[config.mk]
export PLATFORM = sky130hd
export DESIGN_NAME = isp_1bit_dilation_flat
export DESIGN_NICKNAME = d
export VERILOG_FILES = /design/src/rtl/isp_1bit_dilation_pkg.sv /design/src/rtl/isp_1bit_dilation_if.sv /design/src/rtl/isp_1bit_dilation_window.sv /design/src/rtl/isp_1bit_dilation.sv /design/src/flat_wrapper.sv
export SDC_FILE = /design/constraint.sdc
export NUM_CORES = 1
export LEC_CHECK = 0
export BUFFER_PORTS_ARGS = -buffer_cell sky130_fd_sc_hd__buf_4
export CAP_MARGIN = 20
export CORE_ASPECT_RATIO = 1.75
export CORE_UTILIZATION = 30
export CTS_CLUSTER_DIAMETER = 50
export CTS_CLUSTER_SIZE = 16
export DETAILED_ROUTE_END_ITERATION = 10
export REMOVE_ABC_BUFFERS = 1
export SLEW_MARGIN = 10
export SYNTH_ARGS = -nofsm -noshare
export SYNTH_HDL_FRONTEND = slang
export SYNTH_SLANG_ARGS = --single-unit
export TNS_END_PERCENT = 10
[constraint.sdc]
create_clock -name sys_clk -period 23.8 [get_ports sys_clk]
set_clock_uncertainty 0.2 [all_clocks]
set_input_delay 4.76 -clock sys_clk [delete_from_list [all_inputs] [get_ports sys_clk]]
set_output_delay 4.76 -clock sys_clk [all_outputs]
set_load 0.02 [all_outputs]
[src/rtl/isp_1bit_dilation_pkg.sv]
// Shared types and constants for the 1-bit ISP morphology stages.
package isp_pkg;

   typedef enum logic [1:0] {
      ST_IDLE,
      ST_FILL,
      ST_RUN,
      ST_FLUSH
   } dil_state_e;

   localparam logic [15:0] RGB565_WHITE = 16'hFFFF;
   localparam logic [15:0] RGB565_BLACK = 16'h0000;

   function automatic int unsigned col_width(input int unsigned img_w);
      return (img_w > 1) ? $clog2(img_w) : 1;
   endfunction

   function automatic int unsigned row_width(input int unsigned img_h);
      return (img_h > 1) ? $clog2(img_h) : 1;
   endfunction

endpackage

[src/rtl/isp_1bit_dilation_if.sv]
// Pixel-in / dilated-pixel-out stream bundle; the dilation block is the slave.
interface isp_1bit_dilation_if;
   import isp_pkg::*;

   logic        wr_en;
   logic        img_1bit_in;
   logic        dilation_wr_en;
   logic        img_1bit_out;
   logic [15:0] dilation_rgb565;
   logic        err_drop;

   modport master (
      output wr_en, img_1bit_in,
      input  dilation_wr_en, img_1bit_out, dilation_rgb565, err_drop
   );

   modport slave (
      input  wr_en, img_1bit_in,
      output dilation_wr_en, img_1bit_out, dilation_rgb565, err_drop
   );

endinterface

[src/rtl/isp_1bit_dilation_window.sv]
// Two line buffers plus a 3x3 shift window; win[0] is the oldest row, win[*][2] the newest column.
module dilation_window_1bit
   import isp_pkg::*;
#(
   parameter int unsigned IMG_W = 640,
   parameter int unsigned COL_W = col_width(IMG_W)
) (
   input  logic             sys_clk,
   input  logic             sys_rst_n,
   input  logic             adv,
   input  logic [COL_W-1:0] col,
   input  logic             pix,
   output logic [2:0][2:0]  win
);

   logic            lb0 [IMG_W];
   logic            lb1 [IMG_W];
   logic            lb0_rd, lb1_rd;
   logic [2:0][2:0] win_q;

   assign lb0_rd = lb0[col];
   assign lb1_rd = lb1[col];
   assign win    = win_q;

   // Line RAM is deliberately not reset; border masking hides stale contents.
   always_ff @(posedge sys_clk) begin
      if (adv) begin
         lb1[col] <= lb0_rd;
         lb0[col] <= pix;
      end
   end

   always_ff @(posedge sys_clk or negedge sys_rst_n) begin
      if (!sys_rst_n) begin
         win_q <= '0;
      end else if (adv) begin
         for (int r = 0; r < 3; r++) begin
            win_q[r][0] <= win_q[r][1];
            win_q[r][1] <= win_q[r][2];
         end
         win_q[0][2] <= lb1_rd;
         win_q[1][2] <= lb0_rd;
         win_q[2][2] <= pix;
      end
   end

endmodule

[src/rtl/isp_1bit_dilation.sv]
// 3x3 binary dilation over a raster 1-bit stream with border masking and an end-of-frame
// flush, so each frame yields exactly IMG_W*IMG_H output beats.
module isp_1bit_dilation
   import isp_pkg::*;
#(
   parameter int unsigned IMG_W = 640,
   parameter int unsigned IMG_H = 480
) (
   input logic                sys_clk,
   input logic                sys_rst_n,
   isp_1bit_dilation_if.slave bus
);

   localparam int unsigned      COL_W    = col_width(IMG_W);
   localparam int unsigned      ROW_W    = row_width(IMG_H);
   localparam logic [COL_W-1:0] COL_LAST = COL_W'(IMG_W - 1);
   localparam logic [ROW_W-1:0] ROW_LAST = ROW_W'(IMG_H - 1);

   dil_state_e       state_q, state_d;
   logic [COL_W-1:0] in_col_q, c_col_q;
   logic [ROW_W-1:0] in_row_q, c_row_q;
   logic             in_flush, adv, emit, last_in, last_c, fill_done;
   logic [2:0][2:0]  win;
   logic             v0_q, v1_q, v2_q;
   logic             m_left_q, m_right_q, m_top_q, m_bot_q;
   logic [2:0]       row_or, s1_q;
   logic             out_q, err_q;

   assign in_flush  = (state_q == ST_FLUSH);
   assign adv       = bus.wr_en | in_flush;
   assign emit      = (state_q == ST_RUN && bus.wr_en) || in_flush;
   assign last_in   = (in_row_q == ROW_LAST) && (in_col_q == COL_LAST);
   assign last_c    = (c_row_q == ROW_LAST) && (c_col_q == COL_LAST);
   assign fill_done = (in_row_q == ROW_W'(1)) && (in_col_q == '0);

   // Flush ticks feed zeros; a stray wr_en in FLUSH is absorbed as an ordinary tick.
   dilation_window_1bit #(
      .IMG_W (IMG_W),
      .COL_W (COL_W)
   ) u_window (
      .sys_clk   (sys_clk),
      .sys_rst_n (sys_rst_n),
      .adv       (adv),
      .col       (in_col_q),
      .pix       (bus.img_1bit_in & ~in_flush),
      .win       (win)
   );

   always_comb begin
      state_d = state_q;
      case (state_q)
         ST_IDLE:  if (bus.wr_en) state_d = ST_FILL;
         ST_FILL:  if (bus.wr_en && fill_done) state_d = ST_RUN;
         ST_RUN:   if (bus.wr_en && last_in) state_d = ST_FLUSH;
         ST_FLUSH: if (last_c) state_d = ST_IDLE;
         default:  state_d = ST_IDLE;
      endcase
   end

   always_ff @(posedge sys_clk or negedge sys_rst_n) begin
      if (!sys_rst_n) begin
         state_q <= ST_IDLE;
         err_q   <= 1'b0;
      end else begin
         state_q <= state_d;
         if (in_flush && bus.wr_en) err_q <= 1'b1;
      end
   end

   always_ff @(posedge sys_clk or negedge sys_rst_n) begin
      if (!sys_rst_n) begin
         in_col_q <= '0;
         in_row_q <= '0;
         c_col_q  <= '0;
         c_row_q  <= '0;
      end else if (in_flush && last_c) begin
         in_col_q <= '0;
         in_row_q <= '0;
         c_col_q  <= '0;
         c_row_q  <= '0;
      end else begin
         if (adv) begin
            if (in_col_q == COL_LAST) begin
               in_col_q <= '0;
               in_row_q <= (in_row_q == ROW_LAST) ? '0 : in_row_q + ROW_W'(1);
            end else begin
               in_col_q <= in_col_q + COL_W'(1);
            end
         end
         if (emit) begin
            if (c_col_q == COL_LAST) begin
               c_col_q <= '0;
               c_row_q <= (c_row_q == ROW_LAST) ? '0 : c_row_q + ROW_W'(1);
            end else begin
               c_col_q <= c_col_q + COL_W'(1);
            end
         end
      end
   end

   // Masks are captured alongside the window shift so they line up with its centre.
   always_comb begin
      row_or = '0;
      for (int r = 0; r < 3; r++) begin
         row_or[r] = (win[r][0] & ~m_left_q) | win[r][1] | (win[r][2] & ~m_right_q);
      end
      if (m_top_q) row_or[0] = 1'b0;
      if (m_bot_q) row_or[2] = 1'b0;
   end

   always_ff @(posedge sys_clk or negedge sys_rst_n) begin
      if (!sys_rst_n) begin
         v0_q      <= 1'b0;
         v1_q      <= 1'b0;
         v2_q      <= 1'b0;
         m_left_q  <= 1'b0;
         m_right_q <= 1'b0;
         m_top_q   <= 1'b0;
         m_bot_q   <= 1'b0;
         s1_q      <= '0;
         out_q     <= 1'b0;
      end else begin
         v0_q      <= emit;
         m_left_q  <= (c_col_q == '0);
         m_right_q <= (c_col_q == COL_LAST);
         m_top_q   <= (c_row_q == '0);
         m_bot_q   <= (c_row_q == ROW_LAST);
         v1_q      <= v0_q;
         s1_q      <= v0_q ? row_or : '0;
         v2_q      <= v1_q;
         out_q     <= v1_q & (|s1_q);
      end
   end

   assign bus.dilation_wr_en  = v2_q;
   assign bus.img_1bit_out    = out_q;
   assign bus.dilation_rgb565 = out_q ? RGB565_WHITE : RGB565_BLACK;
   assign bus.err_drop        = err_q;

endmodule

[src/flat_wrapper.sv]
// flat-port wrapper written by rule: the top's interface ports become plain ports
module isp_1bit_dilation_flat import isp_pkg::*;
#(
   parameter int unsigned IMG_W = 640,
   parameter int unsigned IMG_H = 480
)
  (sys_clk, sys_rst_n, bus_wr_en, bus_img_1bit_in, bus_dilation_wr_en, bus_img_1bit_out, bus_dilation_rgb565, bus_err_drop);
  isp_1bit_dilation_if bus_i ();
  input logic sys_clk;
  input logic sys_rst_n;
  input wire logic [$bits(bus_i.wr_en)-1:0] bus_wr_en;
  input wire logic [$bits(bus_i.img_1bit_in)-1:0] bus_img_1bit_in;
  output wire logic [$bits(bus_i.dilation_wr_en)-1:0] bus_dilation_wr_en;
  output wire logic [$bits(bus_i.img_1bit_out)-1:0] bus_img_1bit_out;
  output wire logic [$bits(bus_i.dilation_rgb565)-1:0] bus_dilation_rgb565;
  output wire logic [$bits(bus_i.err_drop)-1:0] bus_err_drop;
  assign bus_i.wr_en = bus_wr_en;
  assign bus_i.img_1bit_in = bus_img_1bit_in;
  assign bus_dilation_wr_en = bus_i.dilation_wr_en;
  assign bus_img_1bit_out = bus_i.img_1bit_out;
  assign bus_dilation_rgb565 = bus_i.dilation_rgb565;
  assign bus_err_drop = bus_i.err_drop;
  isp_1bit_dilation #(.IMG_W(IMG_W), .IMG_H(IMG_H)) u_core (.sys_clk(sys_clk), .sys_rst_n(sys_rst_n), .bus(bus_i));
endmodule
; ---- Word level (Yosys, flattened, before mapping)
; Memories as Yosys holds them, arrays and structs flattened. A register that Yosys moved wholly into a read port is not among the register bits.
; Cells that the tools add are included.
; Widths: inputs -> output; s select.
[word_totals]
n_memories = 2
out_inout_bits = 19
mem_bits_rw = 1280
register_bits = 61
wordCells = 101
[memory_table]
columns = memory, words, width, rd, rd_ports_with_merged_regs, write_ports, line_no
row1 = u_core.u_window.lb0, 640, 1, 1, 0, 1, isp_1bit_dilation_window.sv:16  ; logic lb0 [IMG_W];
row2 = u_core.u_window.lb1, 640, 1, 1, 1, 1, isp_1bit_dilation_window.sv:17  ; logic lb1 [IMG_W];
[op_classes]
bitwise_logic = 18
add_sub_neg = 4
eq_ne = 12
muxes = 25
reduce_logical = 22
[op_table]
columns = op, n
row1 = $mux 9, 8
row2 = $mux 10, 6
row3 = $add 10x1->10 const B, 2
row4 = $eq 10x10->1 const B, 2
row5 = $logic_not 10->1, 2
row6 = $add 9x1->9 const B, 2
row7 = $eq 9x9->1 const B, 2
row8 = $mux 16, 1
row9 = $eq 9x1->1 const B, 1
row10 = $logic_not 9->1, 1
row11 = $and 1x1->1, 8
row12 = $logic_and 1x1->1, 8
row13 = $mux 2, 4
row14 = $pmux 2 s4, 1
row15 = $reduce_bool 2->1, 4
row16 = $or 1x1->1, 7
row17 = $ne 2x2->1 const B, 3
row18 = $eq 2x2->1 const B, 2
row19 = $mux 1, 4
row20 = $reduce_and 2->1, 2
row21 = $reduce_and 4->1, 1
row22 = $mux 3, 1
row23 = $not 1->1, 3
row24 = $reduce_or 3->1, 1
row25 = 5 further kinds, 5

; ---- Logic depth before layout (Yosys ltp)
; Gate-level depths: netlist (run 1).
[depth]
word_depth = 6
ltp_mapped = 16

; ---- Cells and area by module
; Synthesis (run 1) repeated with hierarchy kept, for this count alone.
[unflattened]
hier_cells = 3538
area_unflattened_um2 = 55723.4
[modules_own_cells]
columns = module, cells_each, seq_area_each_um2, area_each_um2, instances
row1 = dilation_window_1bit, 3250, 38662.1, 52902.0, 1
row2 = isp_1bit_dilation, 288, 1301.2, 2821.5, 1

; ---- Least setup slack after synthesis (run 1)
; OpenSTA, ideal clock, no wires.
[synth_timing]
path_kind = input to register
startpoint = input bus_img_1bit_in
endpoint = memory u_core.u_window.lb0[0] (data pin)
required_time_ns = 20.288
n_path_buf = 0
arrival_ns = 20.001
setup_ns = 3.312
path_slack_ns = 0.287
cell_stages = 1
cell_sequence = nor2b_1
[synth_between]
elab_chain_cells = 1
[synth_rtl]
columns = item, line_no
row1 = from (decl), flat_wrapper.sv:12  ; input wire logic [$bits(bus_i.img_1bit_in)-1:0] bus_img_1bit_in;
row2 = $and 1x1->1, isp_1bit_dilation.sv:45  ; .pix (bus.img_1bit_in & ~in_flush),
row3 = to (decl), isp_1bit_dilation_window.sv:16
; Every way passes these cells.

; ---- Final worst setup path (run 1)
[layout_timing]
startpoint = register u_core.in_col_q[0]
endpoint = memory u_core.u_window.lb1[276] (data pin)
[layout_between]
elab_chain_cells = 1
[layout_rtl]
columns = item, line_no
row1 = from (decl), isp_1bit_dilation.sv:20  ; logic [COL_W-1:0] in_col_q, c_col_q;
row2 = from (signal assigned), isp_1bit_dilation.sv:87  ; in_col_q <= in_col_q + COL_W'(1);
row3 = $mem_v2 640x1, n/a
row4 = named net u_core.u_window.lb0_rd, isp_1bit_dilation_window.sv:18  ; logic lb0_rd, lb1_rd;
row5 = to (decl), isp_1bit_dilation_window.sv:17
; The timed path passes the listed nets, and every way through them passes these cells.

==> results of run 1 <==
==> Yosys cell counts, types with 5 or more instances <==
cell / number / area (µm²)
inv_1: 14 / 52.6
xnor2_1: 12 / 105
mux2i_1: 590 / 5910
o2111ai_1: 13 / 114
nor4_1: 58 / 363
nand4bb_1: 6 / 67.6
nand2_1: 120 / 450
o22ai_1: 268 / 1680
a31oi_1: 8 / 50.1
o21ai_0: 40 / 200
buf_2: 64 / 320
mux4_2: 27 / 608
edfxtp_1: 1280 / 38400
xor2_1: 8 / 70.1
nand3_1: 21 / 105
nor2_1: 700 / 2630
clkbuf_1: 119 / 447
nand2b_1: 5 / 31.3
o22a_1: 11 / 96.3
nor3_1: 22 / 110
and2_1: 9 / 56.3
buf_4: 51 / 383
a21oi_1: 13 / 65.1
a22oi_1: 7 / 52.6
dfrtp_1: 61 / 1530
nand4_1: 16 / 100
nor2b_1: 6 / 37.5
buf_6: 34 / 383
and3_1: 13 / 81.3
ha_1: 15 / 188
==> stage by stage <==
step           TNS (ns)   util  worst slack, ns  power [mW]
2_1_floorplan  -4570.81      -            -7.14        6.08
3_3_place_gp          0  0.316            14.52        5.50
3_5_place_dp          0  0.316            14.40        5.53
4_1_cts               0  0.331            14.39        7.04
5_1_grt               0  0.331            13.92        7.23
6_report              0  0.331            14.46        7.04
==> registers in the layout (all words and copies together) (netlist names) <==
signal and cells:
u_core.bus.err_drop 1, u_core.v1_q 1, u_core.state_q 2, u_core.m_top_q 1
u_core.m_left_q 1, u_core.u_window.lb1 640, u_core.bus.img_1bit_out 1, u_core.m_bot_q 1
u_core.u_window.lb0 640, u_core.s1_q 3, u_core.u_window.win 9, u_core.v0_q 1
u_core.c_row_q 9, u_core.in_row_q 9, u_core.in_col_q 10, u_core.bus.dilation_wr_en 1
u_core.m_right_q 1, u_core.c_col_q 10
==> final cells by class <==
cell class / instances / area, µm² / area share
Tap cell: 2415 / 3020 / 0.0498
Clock buffer: 112 / 2500 / 0.0413
Clock inverter: 10 / 131 / 0.00216
Inverter: 15 / 56.3 / 0.000927
Multi-Input combinational cell: 2045 / 13800 / 0.228
Sequential cell: 1341 / 40000 / 0.658
Antenna cell: 2 / 5.00 / 0.0000824
Timing Repair Buffer: 136 / 1200 / 0.0197
==> power by group through the flow <==
stage          clock network [mW]  logic, mW  registers, mW
5_1_grt                      1.63       2.34           3.25
2_1_floorplan                   0       2.22           3.86
3_5_place_dp                    0       2.23           3.30
6_report                     1.54       2.25           3.25
4_1_cts                      1.56       2.24           3.24
3_3_place_gp                    0       2.20           3.30
==> critical path, delay by kind of cell (launching register included) <==
kind,cells,cell delay (ns)
buffers and inverters,7,4.96
AND/OR/NAND/NOR,6,1.66
flip-flops,1,1.07
AO/OA/AOI/OAI,1,0.23
multiplexers,1,0.16
==> kinds of logic after synthesis <==
kind of cell               after synthesis
buffers and inverters                  288
AOI/OAI and AO/OA                      376
and+or+nand+nor                       1015
adders and majority gates               15
xor gates and xnor gates                20
muxes                                  619
DFF                                   1341
==> cell usage in the layout (no fill, tap or decap), types with 15 or more instances in the layout <==
cell type,count
edfxtp_1,1280
nor2_1,700
mux2i_1,590
o22ai_1,268
buf_4,121
nand2_1,112
clkbuf_16,98
dfrtp_1,59
nor4_1,58
o21ai_0,40
mux4_2,27
nor3_1,22
nand3_1,21
nand4_1,16
ha_1,15
==> layer usage <==
metal  wire length, µm  vias to the layer above  global-route usage
li1                  -                    13800                   -
met1             56100                    16600               0.182
met2             88800                     1313               0.325
met3              9730                      404              0.0216
met4             11100                        0               0.107
met5                 0                        -                   0
==> final timing paths <==
check | from | end | cells after the start
setup / recovery | u_core.in_col_q[0] | u_core.u_window.lb1[276] | 15
hold / removal | u_core.v1_q | u_core.bus.dilation_wr_en | 0
setup reg to reg | u_core.in_col_q[0] | u_core.u_window.lb1[276] | 15
hold reg to reg | u_core.v1_q | u_core.bus.dilation_wr_en | 0
max in group asynchronous | sys_rst_n | u_core.in_col_q[0] | 1
min in group asynchronous | sys_rst_n | u_core.u_window.win[5] | 1
==> impl_results.md, run 1 <==
* Worst setup SP type: flip-flop
* Sequential area share after synthesis at 0.723
* CP arrival at 9.50 ns
* Synthesis Warnings at 0
* Final Hold Vio Count at 0
* DR vias/cell at 5.28
* RSZ-0062 raised after global routing: false
* Die ar. at 0.186 mm²
* Post-CTS Setup Repair Bufs at 0
* XOR/XNOR Fraction of Synth Area at 0.00317
* Starting DRT DRC Count at 3092
* Fmax at 107 MHz
* Status: finished clean
* GRT Util Overall at 0.173
* IO buf count at 22
* Clock buffer depth at 3
* Post-Synth Adder-Cell Area at 0.00340
* Worst EP required at 23.96 ns
* Worst path most repeated cell: buf_4
* Vias in the first global route at 32600
* Part of the power in registers at 0.462
* Fillers at 17800
* Simple-Gate Fraction of Synth Area at 0.0794
* Hold Path Class: reg2reg
* Syn avg cell area at 15.0 µm²
* Sw Share at 0.350
* Core area at 0.183 mm²
* Worst-path cell chain: buf_4, buf_12, buf_4, buf_12, mux2i_1, o22ai_1, nor4_1, nand2_1, nand3_1, and4_1, nand4_1, or2_4, buf_12, buf_4, buf_4
* Psw at 2.47 mW
* Mux cell area share after synthesis at 0.118
* Post-DP Area at 0.0580 mm²
* Clock sinks at 1341
* Max-cap viol count at 0
* Hpwl dp at 99.4 mm
* Post-synthesis compound-gate area fraction at 0.0431
* Die width at 326 µm
* Starting density of the core at 0.302
* DR WL/cell at 27.3 µm
* Layout overhead on the synthesized area at 9.90%
* Combinational cell fraction of total power at 0.320
* Placed Cells at 5947
* Main combinational cell family by area after synthesis: multiplexers
* Leak pwr at 19.6 nW
* First-pass GRT wire length at 232 mm
* Number of synthesized flops with an enable pin at 1280
* WL final at 166 mm
* Cells after Synth at 3674
* Final std cells w/o fill at 6076
* Chip height at 570 µm
* Post-CTS Resized at 0
* Flop2flop setup slack at 14.46 ns
* Worst path max stage delay at 1.07 ns
* Critical path class: reg2reg
* Clk root buf: clkbuf_16
* Crit end category: flip-flop
* Num rows at 208
* Part of the power in the clock network at 0.219
* Max FO, Critical Path at 254
* Clk Latency, worst-skew pair at 0.71 ns
* Worst Tran Pin Value at 1.44 ns
* Main synth FF type: edfxtp_1
* TritonCTS clock tree: yes
* Headroom to the max-slew limit at 0.0418
* Internal power at 4.58 mW
* Largest net degree at the start of global routing at 255
* Grt ovf at 0
* Remaining DRCs at 0
* Max Slew Vio Count at 0
* Power Density at 116 mW/mm²
* Routability Congestion at 0.853
* Synth unique cells at 62
* Hold Slack at 0.190 ns
* Ys async rst share at 0.0455
* Post-layout net count at 3653
* Routed via count at 32100
* Io pins at 23
* Post-route cell area at 0.0607 mm²
* TritonRoute pass-1 iters at 5
* Num CTS Buffers at 95
* Initial antenna violation count at 3
* Finish-stage setup viols at 0
* Maximum vdd ir drop at 241 µV
* Post-CTS Hold Fix Bufs at 0
* Ratio of cells with drive above 1 in the final layout at 0.0834
* Min cycle time layout at 9.34 ns
* Fin crit share at 0.393
* Slowest CP cell: dfrtp_4
* Synth Cell Area at 0.0553 mm²
* Flops & latches, synth at 1341
* Routed Antenna Nets at 0
* Worst-path clk slew at 0.07 ns
* # H-tree levels at 3
Power figures use the tool's default switching activity.
==> run 2: changes to the inputs <==
--- a/config.mk
+++ b/config.mk
@@ -5,6 +5,7 @@
 export SDC_FILE = /design/constraint.sdc
 export NUM_CORES = 1
 export LEC_CHECK = 0
+export ABC_AREA = 1
 export BUFFER_PORTS_ARGS = -buffer_cell sky130_fd_sc_hd__buf_4
 export CAP_MARGIN = 20
 export CORE_ASPECT_RATIO = 1.75
==> constraint.sdc (replaced) <==
create_clock -name sys_clk -period 8.6 [get_ports sys_clk]
set_clock_uncertainty 0.2 [all_clocks]
set_input_delay 1.72 -clock sys_clk [delete_from_list [all_inputs] [get_ports sys_clk]]
set_output_delay 1.72 -clock sys_clk [all_outputs]
set_load 0.02 [all_outputs]
==> impl_results.md, run 2 <==
* Most frequent cells after synthesis: nor2_1 (1607), nand2_1 (1299), edfxtp_1 (1280), o21ai_0 (581), clkbuf_1 (214)
* Cells after Synth at 5710
* Starting density of the core at 0.302
* Biggest regs: u_core.u_window.lb0 (640), u_core.u_window.lb1 (640)
* Routed via count at 40700
* Max-cap viol count at 0
* Initial antenna violation count at 3
* Worst EP required at 8.75 ns
* Hold Path Class: reg2reg
* Setup TNS at 0 ns
* Worst Hold Path EP: u_core.bus.dilation_wr_en
* Syn avg cell area at 10.2 µm²
* Post-CTS Resized at 0
* Headroom to the max-slew limit at 0.121
* Critical path class: reg2reg
* Worst-path clk slew at 0.07 ns
* Worst-path cell chain: buf_12, buf_12, nand2_1, nand3_1, nand2_1, nand2_1, nand2_1, nor2_1, nand2_1, nand2_1, nand2_1, o21ai_1, nand2_1, nor2_1, nand2_4, buf_4
* Fin crit share at 0.703
* Ys async rst share at 0.0455
* Layout overhead on the synthesized area at 9.86%
* First-pass GRT wire length at 247 mm
* WL final at 168 mm
* Routed Antenna Nets at 0
* Starting DRT DRC Count at 3410
* Synthesis Warnings at 0
* Worst path max stage delay at 1.00 ns
* Fmax at 165 MHz
* Routability Congestion at 0.835
* TritonCTS clock tree: yes
* CP arrival at 6.20 ns
* Final std cells w/o fill at 8174
* Min cycle time layout at 6.05 ns
* Pre-CTS WS at 2.71 ns
* Worst Tran Pin Value at 1.32 ns
* Largest net degree at the start of global routing at 220
* Num rows at 213
* R2R cell count at 16
* Finish-stage setup viols at 0
* Post-DP Area at 0.0610 mm²
* Hold depth at 0
* Io pins at 23
* Flop2flop setup slack at 2.55 ns
* Cell taking the most area after synthesis: edfxtp_1
* Main synth FF type: edfxtp_1
* Synth unique cells at 42
* Post-layout net count at 5584
* Maximum vdd ir drop at 282 µV
* Power Density at 324 mW/mm²
* Vias in the first global route at 41100
* IO buf count at 22
* Crit end category: flip-flop
* Commonest non-fill, non-tap cell in the layout: nor2_1
* Reg2reg start: u_core.in_col_q[0]
* Hpwl dp at 93.5 mm
* Slowest CP cell: dfrtp_4
* Grt ovf at 0
* # H-tree levels at 3
* GRT Util Overall at 0.168
* Placed Cells at 8046
* Synth Cell Area at 0.0581 mm²
* Sequential area share after synthesis at 0.688
* Min-delay src: u_core.v1_q
* Ratio of cells with drive above 1 in the final layout at 0.0485
* Synth top area share at 0.662
* Max FO, Critical Path at 158
* RR Endpoint: u_core.u_window.lb1[614]
* Remaining DRCs at 0
* TritonRoute pass-1 iters at 5
* Post-CTS Hold Fix Bufs at 0
* Fillers at 19400
* DR vias/cell at 4.98
* Post-route cell area at 0.0638 mm²
* Die width at 335 µm
* Worst path most repeated cell: nand2_1
* Post-CTS Setup Repair Bufs at 0
* Max Slew Vio Count at 0
* Flops & latches, synth at 1341
* Num CTS Buffers at 97
* Core area at 0.192 mm²
* Worst setup SP type: flip-flop
* Synth area leaders: edfxtp_1 (66%), nor2_1 (10%), nand2_1 (8.4%)
* Leak pwr at 22.2 nW
* DR WL/cell at 20.5 µm
* Die ar. at 0.195 mm²
* Clk Latency, worst-skew pair at 0.73 ns
* Number of synthesized flops with an enable pin at 1280
* Chip height at 584 µm
* Clock sinks at 1341
* Status: finished clean
* Setup ws final at 2.55 ns
* Final Hold Vio Count at 0
* Clock buffer depth at 3
* Clk root buf: clkbuf_16
* Most numerous cell in the Yosys netlist: nor2_1
* Commonest cells after routing, fill and taps aside: nor2_1 (1598), nand2_1 (1297), edfxtp_1 (1280), o21ai_0 (581), inv_1 (203)
* RSZ-0062 raised after global routing: false
-- run 2: cell types whose count changed after synthesis, sizes merged, moves of 27 or more --
cell / delta
nand2: +1179
mux2i: -590
nor2: +908
clkbuf: +95
mux4: -27
o22ai: -229
inv: +197
nand3: +67
o21ai: +589
nor4: -58
-- run 2: layout make-up --
type	instances	area [µm²]	share of cell area
inverters	214	827	0.0130
clock buffers	111	2520	0.0395
clock inverters	16	289	0.00453
multi-input cells	3789	15700	0.247
well taps	2580	3230	0.0506
repair buffers	122	1200	0.0188
flip-flops and latches	1341	40000	0.627
diodes	1	2.50	0.0000392
-- run 2: critical path, delay by kind of cell (launching register included) --
| kind | cells | cell delay [ns] |
|---|---|---|
| AOI/OAI and AO/OA | 1 | 0.17 |
| DFF | 1 | 1.00 |
| and+or+nand+nor | 12 | 2.26 |
| buffers and inverters | 3 | 1.71 |
-- run 2: per-layer routing --
metal  vias to the layer above  track usage  wire length (µm)
met5                         -            0                 0
met4                         0       0.0971             10000
met3                       375       0.0166              8580
met2                      1316        0.321             89200
met1                     20400        0.177             59800
li1                      18600            -                 -
-- run 2: stage by stage --
stage                     total power [mW]  hold slack (ns)  utilization
after floorplan                       13.5            0.154            -
after global placement                16.3            0.202        0.316
after detailed placement              16.4            0.208        0.317
after CTS                             20.8            0.231        0.331
after global routing                  21.7            0.248        0.331
final                                 20.7            0.227        0.331
-- run 2: power breakdown --
part	total [mW]	internal, mW	switching [mW]
Sequential	8.72	8.57	0.152
Clock	4.45	2.21	2.24
Combinational	7.50	1.73	5.77
-- run 2: how the worst max path moves through the flow --
stage / depth (start not counted) / endpoint / startpoint
after CTS: 16 / u_core.u_window.lb1[260] / u_core.in_col_q[0]
final: 16 / u_core.u_window.lb1[614] / u_core.in_col_q[0]
after global placement: 16 / u_core.u_window.lb1[165] / u_core.in_col_q[0]
after global routing: 16 / u_core.u_window.lb1[633] / u_core.in_col_q[0]
after detailed placement: 16 / u_core.u_window.lb1[166] / u_core.in_col_q[0]
after floorplan: 14 / u_core.u_window.lb1[0] / u_core.in_col_q[0]
-- run 2: kinds of logic after synthesis --
logic type,after synthesis,synth area share
AOI/OAI and AO/OA,711,0.0630
xor gates and xnor gates,8,0.00121
adders and majority gates,15,0.00323
buffers and inverters,580,0.0429
DFF,1341,0.688
and+or+nand+nor,3055,0.201
